[src/rtl/display_scan_controller.sv]
// Frame-scan controller: per-channel slot selects, pixel/line counts, blanking, vsync and
// ping-pong buffer read/release. Optional `frame_cnt` output via SCAN_FRAME_CNT_EN.
//
// state    | meaning
// S_IDLE   | after reset, waiting for first enabled cycle
// S_VBLANK | vertical blank, blank=1, buffer sampled on last cycle
// S_ACTIVE | scanning buffer `cur`, re one-hot, blank=0
module display_scan_controller #(
  parameter int CH     = 3,
  parameter int PX_W   = 8,
  parameter int LN_W   = 8,
  parameter int ADDR_W = 12
) (
  input  logic              clock,
  input  logic              reset,
  input  logic              enable,
  input  logic [PX_W-1:0]   act_px,
  input  logic [LN_W-1:0]   act_ln,
  input  logic [LN_W-1:0]   vb_ln,
  input  logic [1:0]        buf_ready,
  output logic [1:0]        re,
  output logic [ADDR_W-1:0] addr,
  output logic [CH-1:0]     ch_sel,
  output logic              blank,
  output logic              vsync,
  output logic [PX_W-1:0]   px_cnt,
  output logic [LN_W-1:0]   ln_cnt,
  output logic [1:0]        buf_release,
`ifdef SCAN_FRAME_CNT_EN
  output logic [15:0]       frame_cnt,
`endif
  output logic              underrun
);

  localparam int CI_W = (CH > 1) ? $clog2(CH) : 1;

  typedef enum logic [1:0] {S_IDLE, S_VBLANK, S_ACTIVE} state_t;

  state_t            state_q, state_d;
  logic              cur_q, cur_d;
  logic [CI_W-1:0]   ch_idx_q, ch_idx_d;
  logic [PX_W-1:0]   px_q, px_d, lat_px_q, lat_px_d;
  logic [LN_W-1:0]   ln_q, ln_d, lat_act_q, lat_act_d, lat_vb_q, lat_vb_d;
  logic [ADDR_W-1:0] addr_q, addr_d;
  logic [1:0]        re_q, re_d, rel_q, rel_d;
  logic [CH-1:0]     ch_sel_q, ch_sel_d;
  logic              blank_q, blank_d, vsync_q, vsync_d, und_q, und_d;
  logic              enter_vb, last_slot, last_px, last_ln;
  logic [LN_W-1:0]   ln_end;

  always_comb begin
    state_d   = state_q;
    cur_d     = cur_q;
    ch_idx_d  = ch_idx_q;
    px_d      = px_q;
    ln_d      = ln_q;
    addr_d    = addr_q;
    lat_px_d  = lat_px_q;
    lat_act_d = lat_act_q;
    lat_vb_d  = lat_vb_q;
    re_d      = 2'b00;
    blank_d   = 1'b1;
    vsync_d   = 1'b0;
    rel_d     = 2'b00;
    und_d     = 1'b0;
    enter_vb  = 1'b0;

    ln_end    = ((state_q == S_ACTIVE) ? lat_act_q : lat_vb_q) - LN_W'(1);
    last_slot = (ch_idx_q == CI_W'(CH - 1));
    last_px   = (px_q == lat_px_q - PX_W'(1));
    last_ln   = (ln_q == ln_end);

    if (enable) begin
      if (state_q == S_IDLE) begin
        enter_vb = 1'b1;
      end else begin
        if (!last_slot) begin
          ch_idx_d = ch_idx_q + CI_W'(1);
        end else begin
          ch_idx_d = '0;
          if (state_q == S_ACTIVE) addr_d = addr_q + ADDR_W'(1);
          if (!last_px) begin
            px_d = px_q + PX_W'(1);
          end else begin
            px_d = '0;
            if (!last_ln) begin
              ln_d = ln_q + LN_W'(1);
            end else begin
              ln_d = '0;
              if (state_q == S_VBLANK) begin
                if (buf_ready[cur_q]) begin
                  state_d = S_ACTIVE;
                end else begin
                  und_d    = 1'b1;
                  enter_vb = 1'b1;
                end
              end else begin
                rel_d[cur_q] = 1'b1;
                cur_d        = ~cur_q;
                addr_d       = '0;
                enter_vb     = 1'b1;
              end
            end
          end
        end
      end

      // Geometry is captured at every VBLANK entry, including underrun restarts.
      if (enter_vb) begin
        state_d   = S_VBLANK;
        vsync_d   = 1'b1;
        lat_px_d  = (act_px == '0) ? PX_W'(1) : act_px;
        lat_act_d = (act_ln == '0) ? LN_W'(1) : act_ln;
        lat_vb_d  = (vb_ln == '0) ? LN_W'(1) : vb_ln;
      end

      re_d    = (state_d == S_ACTIVE) ? {cur_d, ~cur_d} : 2'b00;
      blank_d = (state_d != S_ACTIVE);
    end

    ch_sel_d = CH'(1) << ch_idx_d;
  end

  always_ff @(posedge clock) begin
    if (reset) begin
      state_q   <= S_IDLE;
      cur_q     <= 1'b0;
      ch_idx_q  <= '0;
      px_q      <= '0;
      ln_q      <= '0;
      addr_q    <= '0;
      lat_px_q  <= PX_W'(1);
      lat_act_q <= LN_W'(1);
      lat_vb_q  <= LN_W'(1);
      re_q      <= 2'b00;
      ch_sel_q  <= CH'(1);
      blank_q   <= 1'b1;
      vsync_q   <= 1'b0;
      rel_q     <= 2'b00;
      und_q     <= 1'b0;
    end else begin
      state_q   <= state_d;
      cur_q     <= cur_d;
      ch_idx_q  <= ch_idx_d;
      px_q      <= px_d;
      ln_q      <= ln_d;
      addr_q    <= addr_d;
      lat_px_q  <= lat_px_d;
      lat_act_q <= lat_act_d;
      lat_vb_q  <= lat_vb_d;
      re_q      <= re_d;
      ch_sel_q  <= ch_sel_d;
      blank_q   <= blank_d;
      vsync_q   <= vsync_d;
      rel_q     <= rel_d;
      und_q     <= und_d;
    end
  end

`ifdef SCAN_FRAME_CNT_EN
  logic [15:0] frame_cnt_q, frame_cnt_d;

  always_comb begin
    frame_cnt_d = frame_cnt_q;
    if (rel_d != 2'b00) frame_cnt_d = frame_cnt_q + 16'd1;
  end

  always_ff @(posedge clock) begin
    if (reset) frame_cnt_q <= '0;
    else       frame_cnt_q <= frame_cnt_d;
  end

  assign frame_cnt = frame_cnt_q;
`endif

  assign re          = re_q;
  assign addr        = addr_q;
  assign ch_sel      = ch_sel_q;
  assign blank       = blank_q;
  assign vsync       = vsync_q;
  assign px_cnt      = px_q;
  assign ln_cnt      = ln_q;
  assign buf_release = rel_q;
  assign underrun    = und_q;

endmodule
[config.mk]
export PLATFORM = sky130hd
export DESIGN_NAME = display_scan_controller
export DESIGN_NICKNAME = d
export VERILOG_FILES = /design/src/rtl/display_scan_controller.sv
export SDC_FILE = /design/constraint.sdc
export NUM_CORES = 1
export LEC_CHECK = 0
export BUFFER_PORTS_ARGS = -buffer_cell sky130_fd_sc_hd__buf_2
export CORE_AREA = 2 2 92 94
export DETAILED_ROUTE_END_ITERATION = 6
export DIE_AREA = 0 0 94 96
export PLACE_DENSITY = 0.8
export SKIP_LAST_GASP = 1
export SLEW_MARGIN = 20
export SYNTH_ARGS = -nofsm -noshare
export SYNTH_HDL_FRONTEND = slang
export SYNTH_SLANG_ARGS = --single-unit
[constraint.sdc]
create_clock -name clock -period 2.9 [get_ports clock]
set_input_delay 0.145 -clock clock [delete_from_list [all_inputs] [get_ports clock]]
set_output_delay 0.145 -clock clock [all_outputs]
set_load 0.005 [all_outputs]
==> results of run 1 <==
## final cells by class
type | instances | area [um2]
clock buffers | 10 | 128
clock inverters | 6 | 113
fillers | 710 | 3270
inverters | 6 | 22.5
multi-input cells | 358 | 2460
flip-flops and latches | 67 | 1350
well taps | 105 | 131
repair buffers | 90 | 577
## worst reg2reg max path, cell delays in order, from the launching register on
cell and delay (ns):
dfxtp_2 0.33, nor2b_4 0.20, mux2i_2 0.29, ha_2 0.34, xor2_2 0.16, nand2_1 0.07, mux2i_1 0.13, and4b_2 0.29
o2111ai_4 0.12, nor3b_4 0.34, buf_6 0.17, clkbuf_16 0.14, or4b_1 0.11, nand3_1 0.07
## metrics by stage
| stage | setup WS (ns) | utilization (%) | total power, mW | cell area (um2) | setup TNS [ns] |
|---|---|---|---|---|---|
| floorplan | 0.209 | - | 1.19 | 3920 | 0 |
| global placement | 0.123 | 53.8 | 1.27 | 4330 | 0 |
| detailed placement | -0.0959 | 53.8 | 1.28 | 4330 | -0.225 |
| CTS | 0.00360 | 56.9 | 2.23 | 4580 | 0 |
| global route | -0.116 | 59.3 | 2.32 | 4780 | -2.85 |
| finish | 0.0307 | 59.3 | 2.25 | 4780 | 0 |
## power groups by stage
stage | Sequential [mW] | Clock, mW | Combinational (mW)
2_1_floorplan | 0.990 | 0 | 0.201
3_3_place_gp | 1.00 | 0 | 0.265
3_5_place_dp | 1.00 | 0 | 0.274
4_1_cts | 0.981 | 0.967 | 0.278
5_1_grt | 0.988 | 1.01 | 0.331
6_report | 0.985 | 0.958 | 0.303
## cells by family after synthesis
group	share of synthesized area [%]
muxes	3.10
and+or+nand+nor	36.2
DFF	34.2
AOI/OAI and AO/OA	10.8
buffers and inverters	5.01
xor gates and xnor gates	9.16
adders and majority gates	1.60
## cell usage after synthesis (all sizes together) (3+ instances only)
library cell and number:
nand2b 10, nor4 10, buf 13, ha 5, nand3 57, nand4 9, xnor2 15, a21o 3
nor3b 23, and4 3, nor3 17, nand2 16, xor2 26, o31ai 4, dfxtp 67, a211oi 3
a311oi 3, inv 6, a21oi 37, or4b 21, mux2i 11, o21ai 5, and3 7, nor2b 8
clkbuf 22, nor2 41
## routing by layer
layer / global-route usage [%] / vias up / wire (um)
li1: - / 1825 / -
met1: 26.8 / 1706 / 4290
met2: 36.7 / 126 / 5000
met3: 6.11 / 19 / 599
met4: 7.97 / 0 / 221
met5: 0 / - / 0
## registers in the layout, summed over array words and instances (netlist names), 2 cells and up
| signal | count |
|---|---|
| lat_px_q | 8 |
| addr | 12 |
| buf_release | 2 |
| ch_sel | 3 |
| re | 2 |
| lat_vb_q | 8 |
| lat_act_q | 8 |
| state_q | 2 |
| ch_idx_q | 2 |
| px_cnt | 8 |
| ln_cnt | 8 |
## cell usage in the layout (no fill, tap or decap), types with 2 or more instances in the layout
cell / count
dfxtp_1: 64
dfxtp_2: 3
a311oi_1: 3
o21ai_0: 4
nor4_2: 2
ha_2: 2
nor3_1: 14
a21oi_1: 35
nand3b_1: 2
buf_2: 66
a21o_1: 3
nor2_1: 31
nor2b_1: 6
or4b_1: 21
nor3b_1: 22
nand2b_1: 9
and3_1: 7
buf_6: 5
nand2_1: 16
and4_1: 3
nor3_2: 2
clkbuf_8: 9
bufinv_16: 3
o21a_1: 2
clkbuf_16: 2
or2_2: 2
xor2_1: 25
buf_4: 16
nand4_1: 9
nand3_1: 57
mux2i_1: 10
inv_1: 5
nor2_2: 10
ha_1: 3
nor4_1: 8
xnor2_1: 15
o31ai_1: 4
## worst min-delay path by stage
stage               cells after the start                        end       from  slack, ns
floorplan                               2   lat_px_q[2]$_SDFFE_PP0P_  act_px[2]       0.28
detailed placement                      3  lat_act_q[5]$_SDFFE_PP0P_  act_ln[5]       0.40
global route                            3   lat_vb_q[6]$_SDFFE_PP0P_   vb_ln[6]       0.06
finish                                  3  lat_act_q[5]$_SDFFE_PP0P_  act_ln[5]       0.05
CTS                                     3  lat_act_q[5]$_SDFFE_PP0P_  act_ln[5]       0.04
global placement                        3   lat_vb_q[6]$_SDFFE_PP0P_   vb_ln[6]       0.40
## what timing repair did
| action | CTS | global route |
|---|---|---|
| pin swaps | 0 | 17 |
| setup buffers | 0 | 6 |
| gates cloned | 0 | 4 |
| endpoints found under the setup margin | 4 | 46 |
| resized for setup | 1 | 21 |
==> run_results.csv, run 1 <==
group,metric,value,unit
route,first_pass_iters,4,
worst_setup_path,endpoint_kind,"flip-flop",
job,drv_cap,0,
worst_setup_path,critical_path_peak_fanout,6,
synthesis,syn-cell-area,3920,um2
power_and_ir_drop,switching_share,26.0,%
sta,worst_hold_slack,0.0458,ns
global_route,gr-total-overflow,0,
sta,period_needed,2.87,ns
sta,relSlewSlack,38.4,%
power_and_ir_drop,intPower,1.66,mW
route,vias_per_cell,5.73,
finish,num-nets-final,566,
synthesis,syn_inst,466,
worst_setup_path,crit_family,"simple AND/OR/NAND/NOR gates",
worst_setup_path,cp.required,3.14,ns
power_and_ir_drop,p_leak,1.90,nW
die,fp.dieH,96,um
cts,clkLatencyLatePin,0.35,ns
cts,cts_inserted_buffers,9,
power_and_ir_drop,p_switching,0.585,mW
route,wirelength,10.1,mm
placed_design,gp_congestion,0.879,
sta,setup_viol_count_final,0,
synthesis,synth.area.top_cells,"dfxtp_1 (34%), nand3_1 (7.3%), xor2_1 (5.8%)",
global_route,antenna_found_initial,0,
worst_setup_path,path_cells,"nor2b_4, mux2i_2, ha_2, xor2_2, nand2_1, mux2i_1, and4b_2, o2111ai_4, nor3b_4, buf_6, clkbuf_16, or4b_1, nand3_1",
placed_design,place_hpwl,6.53,mm
worst_setup_path,path_class,"reg -> reg",
cts,cts_root_buffer,"clkbuf_8",
synthesis,synth-seq-cells,67,
route,ant_nets,0,
finish,areaGrowthSynthToFinish,21.9,%
finish,stdcell_count,642,
synthesis,synth_nets,500,
sta,worstMarginPinSlew,0.923,ns
cts,htreeDepth,3,
sta,hold_viol_final,0,
synthesis,avgSynthCellArea,8.41,um2
route,wire_per_inst,15.8,um
power_and_ir_drop,power_frac_comb,13.5,%
die,ioPinCount,67,
route,drtIter0Drc,187,
power_and_ir_drop,pwr_density_cell,470,nW/um2
synthesis,async_flop_share,0,%
sta,rsz0062_at_grt,"true",
status,status,"finished clean",
worst_setup_path,endpoint,"lat_act_q[2]$_SDFFE_PP0P_",
placed_design,io_buffers,66,
worst_setup_path,critPathLaunchType,"flip-flop",
synthesis,synth_cell_type_count,57,
cts,cts_buffer_depth,2,
die,die-area,9020,um2
power_and_ir_drop,seqPwrFrac,43.8,%
die,num_rows,33,
global_route,grt_usage,21.8,%
power_and_ir_drop,ir_drop,0.342,mV
worst_setup_path,path_buf_inv,2,
worst_setup_path,path_depth,13,
finish,drive_gt1_share,26.6,%
synthesis,ys.flop_type,"dfxtp_1",
route,drcViolationCount,0,
sta,fin_crit_sh,98.9,%
worst_setup_path,startpoint,"state_q[1]$_SDFFE_PP0P_",
die,start_util,48.7,%
synthesis,yosys.area.top_type,"dfxtp_1",
finish,antenna_cells,0,
placed_design,dpl.cell_count,616,
global_route,grt_max_degree,61,
synthesis,yosys_warnings,0,
die,die_w,94,um
sta,clock.fmax,349,MHz
sta,slew_violations,0,
global_route,first_global_vias,3373,
power_and_ir_drop,p_clk_share,42.7,%
die,coreArea,8050,um2
sta,clock_skew,0.00815,ns
cts,clk_pin_slew,0.07,ns
worst_setup_path,max_stage_delay,0.34,ns
worst_setup_path,r2r_slack,0.03,ns
worst_hold_path,hold_path.class,"in -> reg",
synthesis,synth_top_area_share,34.2,%
route,vias,3676,
cts,clock-sinks,67,
worst_setup_path,reg2reg_to,"lat_act_q[2]$_SDFFE_PP0P_",
synthesis,yosysSeqAreaShare,34.2,%
worst_setup_path,arrival,3.11,ns
worst_setup_path,cpMaxStageDelayCell,"ha_2",
cts,postCtsHoldBufs,0,
worst_setup_path,rr_startpoint,"state_q[1]$_SDFFE_PP0P_",
global_route,grt_pass1_wl,15.8,mm
synthesis,synth_edf_count,0,
cts,cts_tree,"built",
worst_setup_path,r2r_cells,13,
No activity file was read; power rests on OpenSTA's default activity.
==> run 2: changes to the inputs <==
PLACE_DENSITY = 0.77   (was 0.8)
clock period = 3 ns   (was 2.9 ns; I/O delays follow)
==> run 2 against run 1 <==
Against the previous run:
- first-iteration DRC count decreased by 3.2%
- wire length shrank 4.7%
- utilization down 1.6 points
- sequential share of layout area increased by 0.74 points
- largest cell class unchanged
- maximum frequency shrank 0.22%
- worst setup slack improved by 0.094 ns
- flip-flop and latch count stayed put
- total power fell by 10%
- largest power group unchanged
- non-clock buffer count is 3 lower
==> run_results.csv, run 2 (same netlist as run 1, synthesis figures left out) <==
group,metric,value,unit
status,status,"finished clean",
finish,drive_gt1_share,24.7,%
global_route,grt_max_degree,62,
job,drv_cap,0,
worst_setup_path,max_stage_delay,0.34,ns
worst_hold_path,hold_depth,3,
sta,fin_crit_sh,95.9,%
finish,num-nets-final,563,
cts,clkLatencyLatePin,0.36,ns
power_and_ir_drop,pwr_density_cell,434,nW/um2
worst_setup_path,critPathLaunchType,"flip-flop",
worst_setup_path,r2r_slack,0.12,ns
placed_design,place_hpwl,6.45,mm
worst_setup_path,r2r_cells,12,
die,num_rows,33,
route,vias,3650,
worst_hold_path,hold_start,"vb_ln[3]",
worst_setup_path,path_cells,"nor2b_4, mux2i_2, ha_1, xor2_2, nand2_1, mux2i_1, and4b_2, o2111ai_2, nor3b_4, buf_12, nor4_1, a311oi_1",
placed_design,io_buffers,66,
route,drtIter0Drc,181,
sta,rsz0062_at_grt,"true",
worst_setup_path,path_buf_inv,1,
die,die-area,9020,um2
global_route,first_global_vias,3181,
sta,worst_hold_slack,0.0504,ns
power_and_ir_drop,ir_drop,0.258,mV
worst_hold_path,hold_path.class,"in -> reg",
sta,slew_violations,0,
cts,postCtsHoldBufs,0,
worst_setup_path,path_class,"reg -> reg",
worst_setup_path,arrival,3.14,ns
worst_setup_path,rr_startpoint,"state_q[1]$_SDFFE_PP0P_",
finish,final_cell_area,4650,um2
cts,cts_tree,"built",
die,ioPinCount,67,
finish,antenna_cells,0,
placed_design,gp_congestion,0.858,
die,coreArea,8050,um2
sta,setup_viol_count_final,0,
route,ant_nets,0,
worst_hold_path,holdPathEnd,"lat_vb_q[3]$_SDFFE_PP0P_",
die,start_util,48.7,%
worst_setup_path,endpoint_kind,"flip-flop",
die,fp.dieH,96,um
placed_design,dpl_cell_area,4320,um2
worst_setup_path,crit_family,"simple AND/OR/NAND/NOR gates",
global_route,antenna_found_initial,0,
sta,period_needed,2.88,ns
cts,cts_inserted_buffers,9,
cts,clk_pin_slew,0.08,ns
global_route,gr-total-overflow,0,
sta,clock_skew,0.0175,ns
finish,areaGrowthSynthToFinish,18.5,%
placed_design,place_ws,-0.0831,ns
cts,cts_buffer_depth,2,
sta,worst_slack,0.124,ns
route,vias_per_cell,5.71,
finish,largest_reg_flops,12,
die,die_w,94,um
worst_setup_path,reg2reg_to,"lat_vb_q[0]$_SDFFE_PP1P_",
route,first_pass_iters,4,
cts,cts_root_buffer,"clkbuf_8",
sta,relSlewSlack,34.5,%
sta,worstMarginPinSlew,0.983,ns
route,drcViolationCount,0,
power_and_ir_drop,finalPower,2.02,mW
sta,hold_viol_final,0,
cts,clock-sinks,67,
route,wire_per_inst,15.1,um
cts,htreeDepth,3,
power_and_ir_drop,p_leak,1.86,nW
finish,final_cell_mix,"dfxtp_1 (66), buf_2 (66), nand3_1 (57)",
worst_setup_path,critical_path_peak_fanout,16,
route,wirelength,9.63,mm
global_route,grt_usage,21.0,%
global_route,grt_pass1_wl,15.1,mm
sta,clock.fmax,348,MHz
worst_setup_path,cpMaxStageDelayCell,"dfxtp_1",
worst_setup_path,cp.required,3.26,ns
## run 2: how the worst max path moves through the flow
stage                                       start                         to  slack (ns)  depth (start not counted)
after floorplan           state_q[1]$_SDFFE_PP0P_   lat_vb_q[6]$_SDFFE_PP0P_        0.31                         13
after global placement    state_q[1]$_SDFFE_PP0P_   lat_px_q[0]$_SDFFE_PP1P_        0.18                         12
after detailed placement  state_q[1]$_SDFFE_PP0P_   lat_px_q[0]$_SDFFE_PP1P_       -0.08                         12
after CTS                 state_q[1]$_SDFFE_PP0P_   lat_px_q[0]$_SDFFE_PP1P_        0.05                         12
after global routing      state_q[1]$_SDFFE_PP0P_  lat_act_q[3]$_SDFFE_PP0P_       -0.03                         13
final                     state_q[1]$_SDFFE_PP0P_   lat_vb_q[0]$_SDFFE_PP1P_        0.12                         12
## run 2: layer usage
metal  global-route usage, %  wire [um]  vias to the layer above
li1                        -          -                     1825
met1                    27.3       4390                     1714
met2                    35.0       4660                       99
met3                    4.70        462                       12
met4                    6.52        122                        0
met5                       0          0                        -
## run 2: area by class of cell
cell class	instances	area, um2
clock buffer	11	141
clock inverter	5	60.1
fill	753	3400
inverter	6	22.5
multi-input combinational	358	2430
sequential	67	1340
tap	105	131
timing repair buffer	87	522
## run 2: where the power goes
group	switching [mW]	leakage, nW	total (mW)	internal [mW]
clock network	0.371	0.0999	0.781	0.410
logic	0.155	1.21	0.283	0.127
registers	0.0340	0.544	0.952	0.918
## run 2: worst register-to-register path, stage by stage (launching register included)
cell	delay [ns]
dfxtp_1	0.34
nor2b_4	0.23
mux2i_2	0.28
ha_1	0.30
xor2_2	0.17
nand2_1	0.07
mux2i_1	0.14
and4b_2	0.27
o2111ai_2	0.15
nor3b_4	0.32
buf_12	0.18
nor4_1	0.05
a311oi_1	0.28
## run 2: stage by stage
step | utilization, % | std cells | TNS (ns)
detailed placement | 53.6 | 614 | -0.106
floorplan | - | 466 | 0
finish | 57.7 | 639 | 0
global route | 57.7 | 639 | -0.223
global placement | 53.6 | 614 | 0
CTS | 56.3 | 630 | 0
## run 2: what timing repair did
action / 4_1_cts / 5_1_grt
resized for setup: 2 / 8
buffers inserted: 0 / 8
gates cloned: 0 / 1
pin swaps: 0 / 6
setup endpoints to repair: 3 / 26
